## src/rtl/mem_access_unit.sv

```systemverilog
// mem_access_unit: memory-stage load/store engine driving one valid/addr_ok/data_ok bus transaction.
// Optional MEM_ALIGN_CHECK_EN: misaligned half/word accesses abort with resp_err and issue no bus request.
module mem_access_unit #(
  parameter int unsigned TIMEOUT_CYCLES = 0
) (
  input  logic        clk,
  input  logic        reset,
  input  logic        req_valid,
  output logic        req_ready,
  input  logic [2:0]  req_ls_flag,
  input  logic        req_write,
  input  logic [31:0] req_addr,
  input  logic [31:0] req_wdata,
  output logic        dreq_valid,
  output logic [31:0] dreq_addr,
  output logic [2:0]  dreq_size,
  output logic [3:0]  dreq_strobe,
  output logic [31:0] dreq_data,
  input  logic        dresp_addr_ok,
  input  logic        dresp_data_ok,
  input  logic [31:0] dresp_data,
  output logic        resp_valid,
  output logic [31:0] resp_data,
  output logic        resp_err
);

  localparam logic [2:0] LS_NONE    = 3'd0;
  localparam logic [2:0] LS_BTYE    = 3'd1;
  localparam logic [2:0] LS_BTYE_U  = 3'd2;
  localparam logic [2:0] LS_HALFW   = 3'd3;
  localparam logic [2:0] LS_HALFW_U = 3'd4;
  localparam logic [2:0] LS_WORD    = 3'd5;

  localparam logic [2:0] MSIZE1 = 3'd0;
  localparam logic [2:0] MSIZE2 = 3'd1;
  localparam logic [2:0] MSIZE4 = 3'd2;

  typedef enum logic [1:0] {S_IDLE, S_REQ, S_WAIT, S_DONE} state_t;

  state_t      state;
  logic [2:0]  flag_q;
  logic        write_q;
  logic [1:0]  addr_lo_q;
  logic [31:0] tmo_cnt;
  logic [31:0] tmo_next;
  logic        tmo_hit;
  logic        misalign;

  function automatic logic is_mem_op(input logic [2:0] f);
    is_mem_op = (f == LS_BTYE) || (f == LS_BTYE_U) || (f == LS_HALFW) ||
                (f == LS_HALFW_U) || (f == LS_WORD);
  endfunction

  function automatic logic [2:0] size_of(input logic [2:0] f);
    case (f)
      LS_BTYE, LS_BTYE_U:   size_of = MSIZE1;
      LS_HALFW, LS_HALFW_U: size_of = MSIZE2;
      default:              size_of = MSIZE4;
    endcase
  endfunction

  function automatic logic [3:0] strobe_of(input logic [2:0] f, input logic w, input logic [1:0] lo);
    strobe_of = 4'b0000;
    if (w) begin
      case (f)
        LS_BTYE, LS_BTYE_U:   strobe_of = 4'b0001 << lo;
        LS_HALFW, LS_HALFW_U: strobe_of = 4'b0011 << {lo[1], 1'b0};
        default:              strobe_of = 4'b1111;
      endcase
    end
  endfunction

  function automatic logic [31:0] lanes_of(input logic [2:0] f, input logic [31:0] wd);
    case (f)
      LS_BTYE, LS_BTYE_U:   lanes_of = {4{wd[7:0]}};
      LS_HALFW, LS_HALFW_U: lanes_of = {2{wd[15:0]}};
      default:              lanes_of = wd;
    endcase
  endfunction

  // Align the addressed lane to bit 0, then sign- or zero-extend by access type.
  function automatic logic [31:0] load_extract(input logic [2:0] f, input logic [1:0] lo,
                                               input logic [31:0] raw);
    logic [31:0] sh;
    load_extract = 32'd0;
    sh = 32'd0;
    case (f)
      LS_BTYE: begin
        sh = raw >> {lo, 3'b000};
        load_extract = {{24{sh[7]}}, sh[7:0]};
      end
      LS_BTYE_U: begin
        sh = raw >> {lo, 3'b000};
        load_extract = {24'd0, sh[7:0]};
      end
      LS_HALFW: begin
        sh = raw >> {lo[1], 4'b0000};
        load_extract = {{16{sh[15]}}, sh[15:0]};
      end
      LS_HALFW_U: begin
        sh = raw >> {lo[1], 4'b0000};
        load_extract = {16'd0, sh[15:0]};
      end
      LS_WORD: load_extract = raw;
      default: load_extract = 32'd0;
    endcase
  endfunction

`ifdef MEM_ALIGN_CHECK_EN
  assign misalign = (((req_ls_flag == LS_HALFW) || (req_ls_flag == LS_HALFW_U)) && req_addr[0]) ||
                    ((req_ls_flag == LS_WORD) && (req_addr[1:0] != 2'b00));
`else
  assign misalign = 1'b0;
`endif

  assign tmo_next = tmo_cnt + 32'd1;
  assign tmo_hit  = (TIMEOUT_CYCLES != 0) && (tmo_next == TIMEOUT_CYCLES);

  always_ff @(posedge clk) begin
    if (reset) begin
      state       <= S_IDLE;
      req_ready   <= 1'b1;
      dreq_valid  <= 1'b0;
      dreq_addr   <= 32'd0;
      dreq_size   <= 3'd0;
      dreq_strobe <= 4'd0;
      dreq_data   <= 32'd0;
      resp_valid  <= 1'b0;
      resp_data   <= 32'd0;
      resp_err    <= 1'b0;
      tmo_cnt     <= 32'd0;
      flag_q      <= LS_NONE;
      write_q     <= 1'b0;
      addr_lo_q   <= 2'd0;
    end else begin
      case (state)
        S_IDLE: begin
          if (req_valid && req_ready) begin
            flag_q      <= req_ls_flag;
            write_q     <= req_write;
            addr_lo_q   <= req_addr[1:0];
            dreq_addr   <= req_addr;
            dreq_size   <= size_of(req_ls_flag);
            dreq_strobe <= strobe_of(req_ls_flag, req_write, req_addr[1:0]);
            dreq_data   <= lanes_of(req_ls_flag, req_wdata);
            resp_data   <= 32'd0;
            resp_err    <= 1'b0;
            req_ready   <= 1'b0;
            if (!is_mem_op(req_ls_flag)) begin
              state      <= S_DONE;
              resp_valid <= 1'b1;
            end else if (misalign) begin
              state      <= S_DONE;
              resp_valid <= 1'b1;
              resp_err   <= 1'b1;
            end else begin
              state      <= S_REQ;
              dreq_valid <= 1'b1;
              tmo_cnt    <= 32'd0;
            end
          end
        end
        // Address phase: request held stable until the bus accepts it.
        S_REQ: begin
          if (dresp_addr_ok && dresp_data_ok) begin
            state      <= S_DONE;
            dreq_valid <= 1'b0;
            resp_valid <= 1'b1;
            if (!write_q) resp_data <= load_extract(flag_q, addr_lo_q, dresp_data);
          end else if (tmo_hit) begin
            state      <= S_DONE;
            dreq_valid <= 1'b0;
            resp_valid <= 1'b1;
            resp_err   <= 1'b1;
            resp_data  <= 32'd0;
          end else begin
            tmo_cnt <= tmo_next;
            if (dresp_addr_ok) begin
              state      <= S_WAIT;
              dreq_valid <= 1'b0;
            end
          end
        end
        // Data phase: address already accepted, waiting on data_ok.
        S_WAIT: begin
          if (dresp_data_ok) begin
            state      <= S_DONE;
            resp_valid <= 1'b1;
            if (!write_q) resp_data <= load_extract(flag_q, addr_lo_q, dresp_data);
          end else if (tmo_hit) begin
            state      <= S_DONE;
            resp_valid <= 1'b1;
            resp_err   <= 1'b1;
            resp_data  <= 32'd0;
          end else begin
            tmo_cnt <= tmo_next;
          end
        end
        S_DONE: begin
          state      <= S_IDLE;
          resp_valid <= 1'b0;
          resp_err   <= 1'b0;
          req_ready  <= 1'b1;
        end
        default: begin
          state      <= S_IDLE;
          req_ready  <= 1'b1;
          dreq_valid <= 1'b0;
          resp_valid <= 1'b0;
          resp_err   <= 1'b0;
        end
      endcase
    end
  end

endmodule

```

## config.mk

```make
export PLATFORM = sky130hd
export DESIGN_NAME = mem_access_unit
export DESIGN_NICKNAME = d
export VERILOG_FILES = /design/src/rtl/mem_access_unit.sv
export SDC_FILE = /design/constraint.sdc
export NUM_CORES = 1
export LEC_CHECK = 0
export ABC_AREA = 1
export ABC_CLOCK_PERIOD_IN_PS = 3500
export BUFFER_PORTS_ARGS = -buffer_cell sky130_fd_sc_hd__buf_2
export CORE_AREA = 2 2 104 106
export CTS_CLUSTER_DIAMETER = 100
export DETAILED_ROUTE_END_ITERATION = 12
export DIE_AREA = 0 0 106 108
export GPL_TIMING_DRIVEN = 0
export PLACE_DENSITY = 0.87
export SETUP_SLACK_MARGIN = 0.05
export SLEW_MARGIN = 20
export SYNTH_ARGS = -nofsm -noshare
export SYNTH_HDL_FRONTEND = slang
export SYNTH_SLANG_ARGS = --single-unit
```

## constraint.sdc

```tcl
create_clock -name clk -period 3.5 [get_ports clk]
set_input_delay 0 -clock clk [delete_from_list [all_inputs] [get_ports clk]]
set_output_delay 0 -clock clk [all_outputs]
set_load 0.01 [all_outputs]
```

Word level (Yosys, flattened, before mapping)
Cells that the tools add are included.
- logic and storage cells: 86
- output and inout port bits: 107
- register bits: 115
- input port bits: 105
- shift operators: 4
- equality and inequality tests: 19
- reduce and logical (&&, ||, !) cells: 20
- bitwise logic cells: 1
- mux-type cells: 29
- operators with widths (cell ; count):
    case mux 32 bit (5 select lines) ; 1
    two-way mux 32 bit ; 4
    case mux 32 bit (3 select lines) ; 1
    case mux 32 bit (2 select lines) ; 1
    right shift 32 x 5 -> 16 bit ; 1
    right shift 32 x 5 -> 8 bit ; 1
    == test 3 x 2 -> 1 bit, second input constant ; 4
    == test 3 bit, second input constant ; 4
    AND reduction 4 bit ; 3
    two-way mux 2 bit ; 5
    inequality test 2 bit, second input constant ; 5
    two-way mux 1 bit ; 9
    case mux 2 bit (4 select lines) ; 1
    case mux 4 bit (2 select lines) ; 1
    == test 3 x 1 -> 1 bit, second input constant ; 2
    case mux 1 bit (2 select lines) ; 3
    AND reduction 2 bit ; 3
    OR reduction 2 bit ; 3
    == test 2 bit, second input constant ; 2
    logical OR 1 bit ; 4
    two-way mux 4 bit ; 1
    case mux 1 bit (4 select lines) ; 1
    case mux 2 bit (2 select lines) ; 1
    nonzero test 2 bit ; 2
    9 further kinds ; 10

Logic depth before layout (Yosys ltp)
Gate-level depths: netlist of the first run.
- depth in word-level cells: 8
- depth in mapped cells: 10

Worst setup path before layout of the first run
Ideal clock, no wire load.
- kind: reg2reg
- start point: register state[0]
- end point: register resp_data[10]
- library setup time: 70 ps
- period minus slack after synthesis: 1587 ps
- path slack: 1913 ps
- data required time: 3430 ps
- arrival time: 1516 ps
- cell stages (with the launch flop): 9
- path through: dfxtp_1 inv_1 ha_1 a21oi_1 nand2_4 nor2_8 buf_6 nand2_1 a21oi_1
- cells in the longest elaborated chain, start to end: 3
- elaborated cells between the ends (all ways): 9
- ends and longest elaborated chain (what ; RTL line ; source):
    from (decl) ; 40 ; state_t state;
    from (signal assigned) ; 121 ; state <= S_IDLE;
    from (signal assigned) ; 150 ; state <= S_DONE;
    from (signal assigned) ; 153 ; state <= S_DONE;
    == test 2 x 1 -> 1 bit (tied with other cells) ; 136 ; case (state)
    inequality test 2 bit (no line) / nonzero test 3 bit (equally long branches) ; -- ;
    AND reduction 4 bit (no line) ; -- ;
    to (signal assigned) ; 169 ; if (!write_q) resp_data <= load_extract(flag_q, addr_lo_q, dresp_data);
    to (signal assigned) ; 189 ; if (!write_q) resp_data <= load_extract(flag_q, addr_lo_q, dresp_data);
    to (decl) ; 23 ; output logic [31:0] resp_data,
Several ways; a longest one is shown, not always the timed one.
A chain may end at the register's enable or synchronous reset.

Final worst setup path of the first run
- start point: register state[0]
- end point: register dreq_data[13]
- cells in the longest elaborated chain, start to end: 2
- ends and longest elaborated chain (what ; RTL line ; source):
    zero test 2 bit ; 136 ;
    AND reduction 2 bit (no line) ; -- ;
    to (signal assigned) ; 145 ; dreq_data <= lanes_of(req_ls_flag, req_wdata);
    to (decl) ; 18 ; output logic [31:0] dreq_data,
No other way between the ends.

==> results of run 1 <==
==> power by group through the flow <==
stage | logic, mW | registers (mW) | clock network, mW
global placement | 1.75 | 1.72 | 0
global route | 2.12 | 1.75 | 0.943
floorplan | 1.03 | 1.84 | 0
CTS | 1.85 | 1.70 | 0.891
finish | 1.94 | 1.73 | 0.887
detailed placement | 1.78 | 1.72 | 0
==> flip-flops by register name (all words and copies together) (netlist names) <==
name and flops:
write_q 1, dreq_strobe 4, dreq_addr 32, resp_valid 1, req_ready 1, dreq_data 32, dreq_valid 1, resp_data 32
state 2, dreq_size 2, flag_q 3
==> layer usage <==
layer | vias up | share of wire
met2 | 476 | 0.47
met1 | 2983 | 0.37
li1 | 3103 | -
met5 | - | 0
met3 | 132 | 0.11
met4 | 0 | 0.061
==> worst reg2reg max path: cells and delay by family, from the launching register on <==
kind / cells / cell delay, ps
AO/OA/AOI/OAI: 2 / 360
adder cells (fa/ha/maj): 1 / 260
buffers and inverters: 4 / 810
flip-flops: 1 / 420
AND/OR/NAND/NOR: 1 / 60
==> through the flow <==
step	power [mW]	setup WS (ps)	utilization	hold slack (ps)	cells
floorplan	2.87	1910	-	128	806
global placement	3.47	1710	0.638	219	1150
detailed placement	3.50	1660	0.638	228	1150
CTS	4.44	1640	0.727	40.4	1234
global route	4.82	1460	0.727	45.5	1234
finish	4.56	1520	0.727	40.3	1234
==> cell families after synthesis <==
group	count (synthesis)	share of synthesized area
buffers and inverters	142	0.113
flip-flops	111	0.418
other	1	0.000706
AO/OA/AOI/OAI	201	0.196
AND/OR/NAND/NOR	345	0.260
adder cells (fa/ha/maj)	5	0.0118
==> Yosys cell counts, types with 2 or more instances <==
| cell | number | share of area |
|---|---|---|
| o21ai_0 | 81 | 0.076 |
| buf_4 | 6 | 0.0085 |
| clkinv_1 | 3 | 0.0021 |
| inv_1 | 90 | 0.064 |
| buf_2 | 14 | 0.013 |
| dfxtp_1 | 111 | 0.42 |
| o211ai_1 | 8 | 0.011 |
| ha_1 | 5 | 0.012 |
| nor2_2 | 2 | 0.0024 |
| buf_6 | 4 | 0.0085 |
| nand2_2 | 7 | 0.0082 |
| nand3_1 | 17 | 0.016 |
| a21oi_1 | 97 | 0.091 |
| o21ai_1 | 11 | 0.010 |
| nand2_4 | 2 | 0.0042 |
| inv_2 | 4 | 0.0028 |
| nand2_1 | 208 | 0.15 |
| clkbuf_1 | 20 | 0.014 |
| nor2_1 | 105 | 0.074 |
==> final cells by class <==
| class | count | area (um2) | area share |
|---|---|---|---|
| inverters | 97 | 364 | 0.0490 |
| flip-flops and latches | 111 | 2220 | 0.299 |
| plain buffers | 45 | 239 | 0.0321 |
| repair buffers | 276 | 1720 | 0.232 |
| multi-input cells | 553 | 2490 | 0.335 |
| clock buffers | 9 | 124 | 0.0167 |
| clock inverters | 7 | 100 | 0.0135 |
| well taps | 136 | 170 | 0.0229 |
==> final timing paths <==
kind | start | end | cells after the start
min reg2reg | resp_data[12]$_SDFFE_PP0P_ | resp_data[12]$_SDFFE_PP0P_ | 2
max | state[0]$_SDFFE_PP0P_ | dreq_data[13]$_SDFFE_PP0P_ | 8
max reg2reg | state[0]$_SDFFE_PP0P_ | dreq_data[13]$_SDFFE_PP0P_ | 8
min | dresp_data_ok | state[0]$_SDFFE_PP0P_ | 4
==> results.cfg, run 1 <==
[status]
status = finished, final reports clean

[finish]
layout_common_cells = buf_2, nand2_1, dfxtp_1, nor2_1, a21oi_1
nNetsFinal = 1203
stdcell_area_um2 = 7430
final_common_cell = buf_2
nFillCells = 779
syn_to_final_growth_pct = 39.9
insertedDiodeCount = 0
drive_gt1_frac = 0.244

[timing]
period_needed_ps = 1980
max_freq_mhz = 506
period_share = 0.564
slew_viol_final = 0
setup_viol = 0
max_slew_margin = 0.602
hold_viol = 0
rsz0062_at_grt = false
fin_worst_skew_ps = 15.1
fin_tns_setup_ps = 0
worst_pin_slew_ps = 597

[power]
switching_share = 0.420
powerDensity_nw_per_um2 = 613
netSwitchingPower_mw = 1.92
peakVddDrop_mv = 0.379
clockPowerShare = 0.195
comb_power_share = 0.426
p_leak_nw = 3.95
power_frac_seq = 0.379
p_int_mw = 2.64

[clock_tree]
cts_buffer_depth = 2
cts.clk_slew.worst_paths_ps = 110
cts_tree = built
insertion_delay_ps = 390
cts_setup_buffers = 0
holdBufCountCts = 68
cts_root_buf = clkbuf_8
clock-sinks = 111
cts_made_buffers = 9
htreeDepth = 3
cts-resized-gates = 0

[setup_path]
cp_top_family = buffers and inverters
cp_max_fo = 10
path_buf_inv = 4
cp.arrival_ps = 2280
path_cells = inv_1 -> ha_1 -> inv_2 -> nor2_2 -> inv_2 -> buf_1 -> a21oi_1 -> a21oi_1
crit_path_end_kind = register
crit_required_ps = 3810
worstSetupStartpointType = register
path_class = reg -> reg
slowest_delay_ps = 460
critPathSlowestCell = buf_1
regToRegSetupSlack_ps = 1520

[placement]
hpwl_um = 12100
placed_area_um2 = 6530
gp_congestion = 0.988
numPortBuffers = 208

[logic_synthesis]
seq_area_frac_synth = 0.418
syn_area_um2 = 5320
ys_ff_latch = 111
async_flop_share = 0
yosysWarnings = 0
synthDistinctLibCells = 29
avgSynthCellArea_um2 = 6.60
synth_edf_count = 0
synthCells = 805
synth_flop_cell = dfxtp_1

[floorplan]
fp.dieW_um = 106
die_h_um = 108
design.die.area_um2 = 11400
core_area_um2 = 10200
ios = 212
start_util = 0.520
rows = 37

[drt]
wl_per_cell_um = 16.1
first_pass_iters = 9
wl_um = 19900
drc = 0
ant_nets = 0
avgViaCountPerCell = 5.42
drt_iter0_drc = 614
vias = 6694

[flow_run]
drv_cap = 0

[global_route]
grt_pass1_vias = 6646
grt_overflow = 0
grt_util_met1 = 0.388
grt_use_met2 = 0.604
grt_max_degree = 20
grt_antenna_before_repair = 0
grt_usage = 0.349
grt_pass1_wl_um = 31600
busiest_layer = met2
met3_usage = 0.0964

[min_path]
hold_path.class = in -> reg
No activity file was read; power rests on OpenSTA's default activity.
==> run 2, diff against run 1 <==
--- a/config.mk
+++ b/config.mk
@@ -6,14 +6,14 @@
 export NUM_CORES = 1
 export LEC_CHECK = 0
 export ABC_AREA = 1
-export ABC_CLOCK_PERIOD_IN_PS = 3500
+export ABC_CLOCK_PERIOD_IN_PS = 2020
 export BUFFER_PORTS_ARGS = -buffer_cell sky130_fd_sc_hd__buf_2
-export CORE_AREA = 2 2 104 106
+export CORE_AREA = 2 2 108 110
 export CTS_CLUSTER_DIAMETER = 100
 export DETAILED_ROUTE_END_ITERATION = 12
-export DIE_AREA = 0 0 106 108
+export DIE_AREA = 0 0 110 112
 export GPL_TIMING_DRIVEN = 0
-export PLACE_DENSITY = 0.87
+export PLACE_DENSITY = 0.82
 export SETUP_SLACK_MARGIN = 0.05
 export SLEW_MARGIN = 20
 export SYNTH_ARGS = -nofsm -noshare
==> constraint.sdc (replaced) <==
create_clock -name clk -period 2.02 [get_ports clk]
set_input_delay 0 -clock clk [delete_from_list [all_inputs] [get_ports clk]]
set_output_delay 0 -clock clk [all_outputs]
set_load 0.01 [all_outputs]
==> run 2 against run 1 <==
  * Worst setup slack worse by 1300 ps
  * Critical path depth is 1 higher
  * Design area is 1.2% higher
  * Sequential share of layout area is 0.36 points lower
  * Count of clock-buffer cells in the layout is 2 higher
  * Core utilization is 5.3 points lower
  * First-iteration DRC count is 30% lower
  * Sequential cell count stayed put
  * Critical endpoint is now dreq_data[23]$_SDFFE_PP0P_
==> results.cfg, run 2 (synthesized netlist as in run 1, its figures left out) <==
[setup_path]
r2r-start = state[0]$_SDFFE_PP0P_
regToRegSetupSlack_ps = 180
crit_path_end_kind = register
worstRegToRegCells = 9
reg2reg_to = dreq_data[23]$_SDFFE_PP0P_
cp_max_fo = 10
worstSetupStartpointType = register
cp.arrival_ps = 2080
crit_required_ps = 2260
path_class = reg -> reg

[finish]
layout.cells.non_filler = 1237
layout_common_cells = buf_2, nand2_1, dfxtp_1, nor2_1, a21oi_1
utilization = 0.673
drive_gt1_frac = 0.247
syn_to_final_growth_pct = 41.6
nNetsFinal = 1199
final_common_cell = buf_2
reg_top3 = dreq_addr x32, dreq_data x32, resp_data x32
insertedDiodeCount = 0

[floorplan]
design.die.area_um2 = 12300
core_area_um2 = 11200
rows = 39
fp.dieW_um = 110
ios = 212
die_h_um = 112
start_util = 0.476

[global_route]
grt_pass1_wl_um = 30300
grt_usage = 0.313
grt_antenna_before_repair = 0
grt_max_degree = 19
grt_pass1_vias = 6318
grt_overflow = 0

[placement]
gp_congestion = 0.943
dp.cells = 1157
numPortBuffers = 208
hpwl_um = 12400

[clock_tree]
cts_root_buf = clkbuf_16
cts_buffer_depth = 2
insertion_delay_ps = 360
cts.clk_slew.worst_paths_ps = 80
cts_tree = built
clock-sinks = 111
htreeDepth = 3
cts_made_buffers = 9
cts_setup_buffers = 0

[min_path]
whs_endpoint = dreq_data[15]$_SDFFE_PP0P_
hold_path.class = in -> reg
holdPathStages = 3
min_from = req_wdata[15]

[flow_run]
drv_cap = 0

[timing]
fin_worst_skew_ps = 8.03
fin_tns_setup_ps = 0
setup_viol = 0
worst_pin_slew_ps = 569
period_needed_ps = 1840
rsz0062_at_grt = false
max_slew_margin = 0.620
period_share = 0.911
hold_viol = 0
slew_viol_final = 0
max_freq_mhz = 543

[power]
p_leak_nw = 3.98
peakVddDrop_mv = 0.685
powerDensity_nw_per_um2 = 1110
power_mw = 8.33

[drt]
wl_per_cell_um = 15.5
ant_nets = 0
drt_iter0_drc = 431
first_pass_iters = 6
avgViaCountPerCell = 5.25
drc = 0
wl_um = 19200
vias = 6489

[status]
status = finished, final reports clean
## run 2: cell count changes in the layout (fill, tap and decap cells not counted)
| cell | change |
|---|---|
| buf_2 | -1 |
| clkbuf_16 | +9 |
| clkbuf_4 | +1 |
| clkbuf_8 | -7 |
| clkinv_2 | -1 |
| clkinv_4 | -1 |
| clkinvlp_4 | +1 |
| dlygate4sd3_1 | -4 |
| ha_1 | -1 |
| ha_2 | +1 |
| inv_1 | -1 |
| inv_2 | +1 |
| inv_6 | -2 |
| inv_8 | +1 |
## run 2: worst max-delay path by stage
stage                                     start                          to  slack, ps
after floorplan           state[0]$_SDFFE_PP0P_  resp_data[10]$_SDFFE_PP0P_        430
after global placement    state[0]$_SDFFE_PP0P_   resp_data[1]$_SDFFE_PP0P_        240
after detailed placement  state[0]$_SDFFE_PP0P_  resp_data[26]$_SDFFE_PP0P_        220
after CTS                 state[0]$_SDFFE_PP0P_   resp_data[7]$_SDFFE_PP0P_        200
after global routing      state[0]$_SDFFE_PP0P_  dreq_data[23]$_SDFFE_PP0P_         60
final                     state[0]$_SDFFE_PP0P_  dreq_data[23]$_SDFFE_PP0P_        180
## run 2: area by class of cell
| class | count | area [um2] |
|---|---|---|
| inverters | 97 | 364 |
| fillers | 924 | 3650 |
| multi-input cells | 553 | 2500 |
| clock buffers | 11 | 253 |
| repair buffers | 272 | 1680 |
| plain buffers | 45 | 241 |
| well taps | 143 | 179 |
| clock inverters | 5 | 87.6 |
| flip-flops and latches | 111 | 2220 |
## run 2: repair_timing
item | 4_1_cts | 5_1_grt
gates resized for setup | 0 | 3
hold buffers | 64 | 0
endpoints found under the setup margin | 0 | 11
endpoints found under the hold margin | 66 | 0
## run 2: report_power, final
part	internal (mW)	switching [mW]	leakage (nW)
combinational	1.19	2.13	2.90
clock	1.17	0.858	0.164
sequential	2.68	0.302	0.910
## run 2: critical path: stages, from the launching register on
cell and delay [ps]:
dfxtp_1 350, inv_1 140, ha_2 230, inv_2 50
nor2_2 190, buf_4 200, clkbuf_4 210, nand3_1 100
o211ai_1 130, inv_1 120
## run 2: stage by stage
step           cell area (um2)  hold WS (ps)  worst slack (ps)
3_3_place_gp              6540           221               239
3_5_place_dp              6540           228               218
2_1_floorplan             5320           128               433
4_1_cts                   7520         0.380               199
6_report                  7520          3.75               179
5_1_grt                   7520          3.93              56.0
## run 2: layer usage
metal,global-route usage,vias to the layer above,part of all wire
met4,0.180,0,0.051
met3,0.0843,90,0.097
met5,0,-,0
met1,0.354,2903,0.38
li1,-,3104,-
met2,0.523,392,0.47
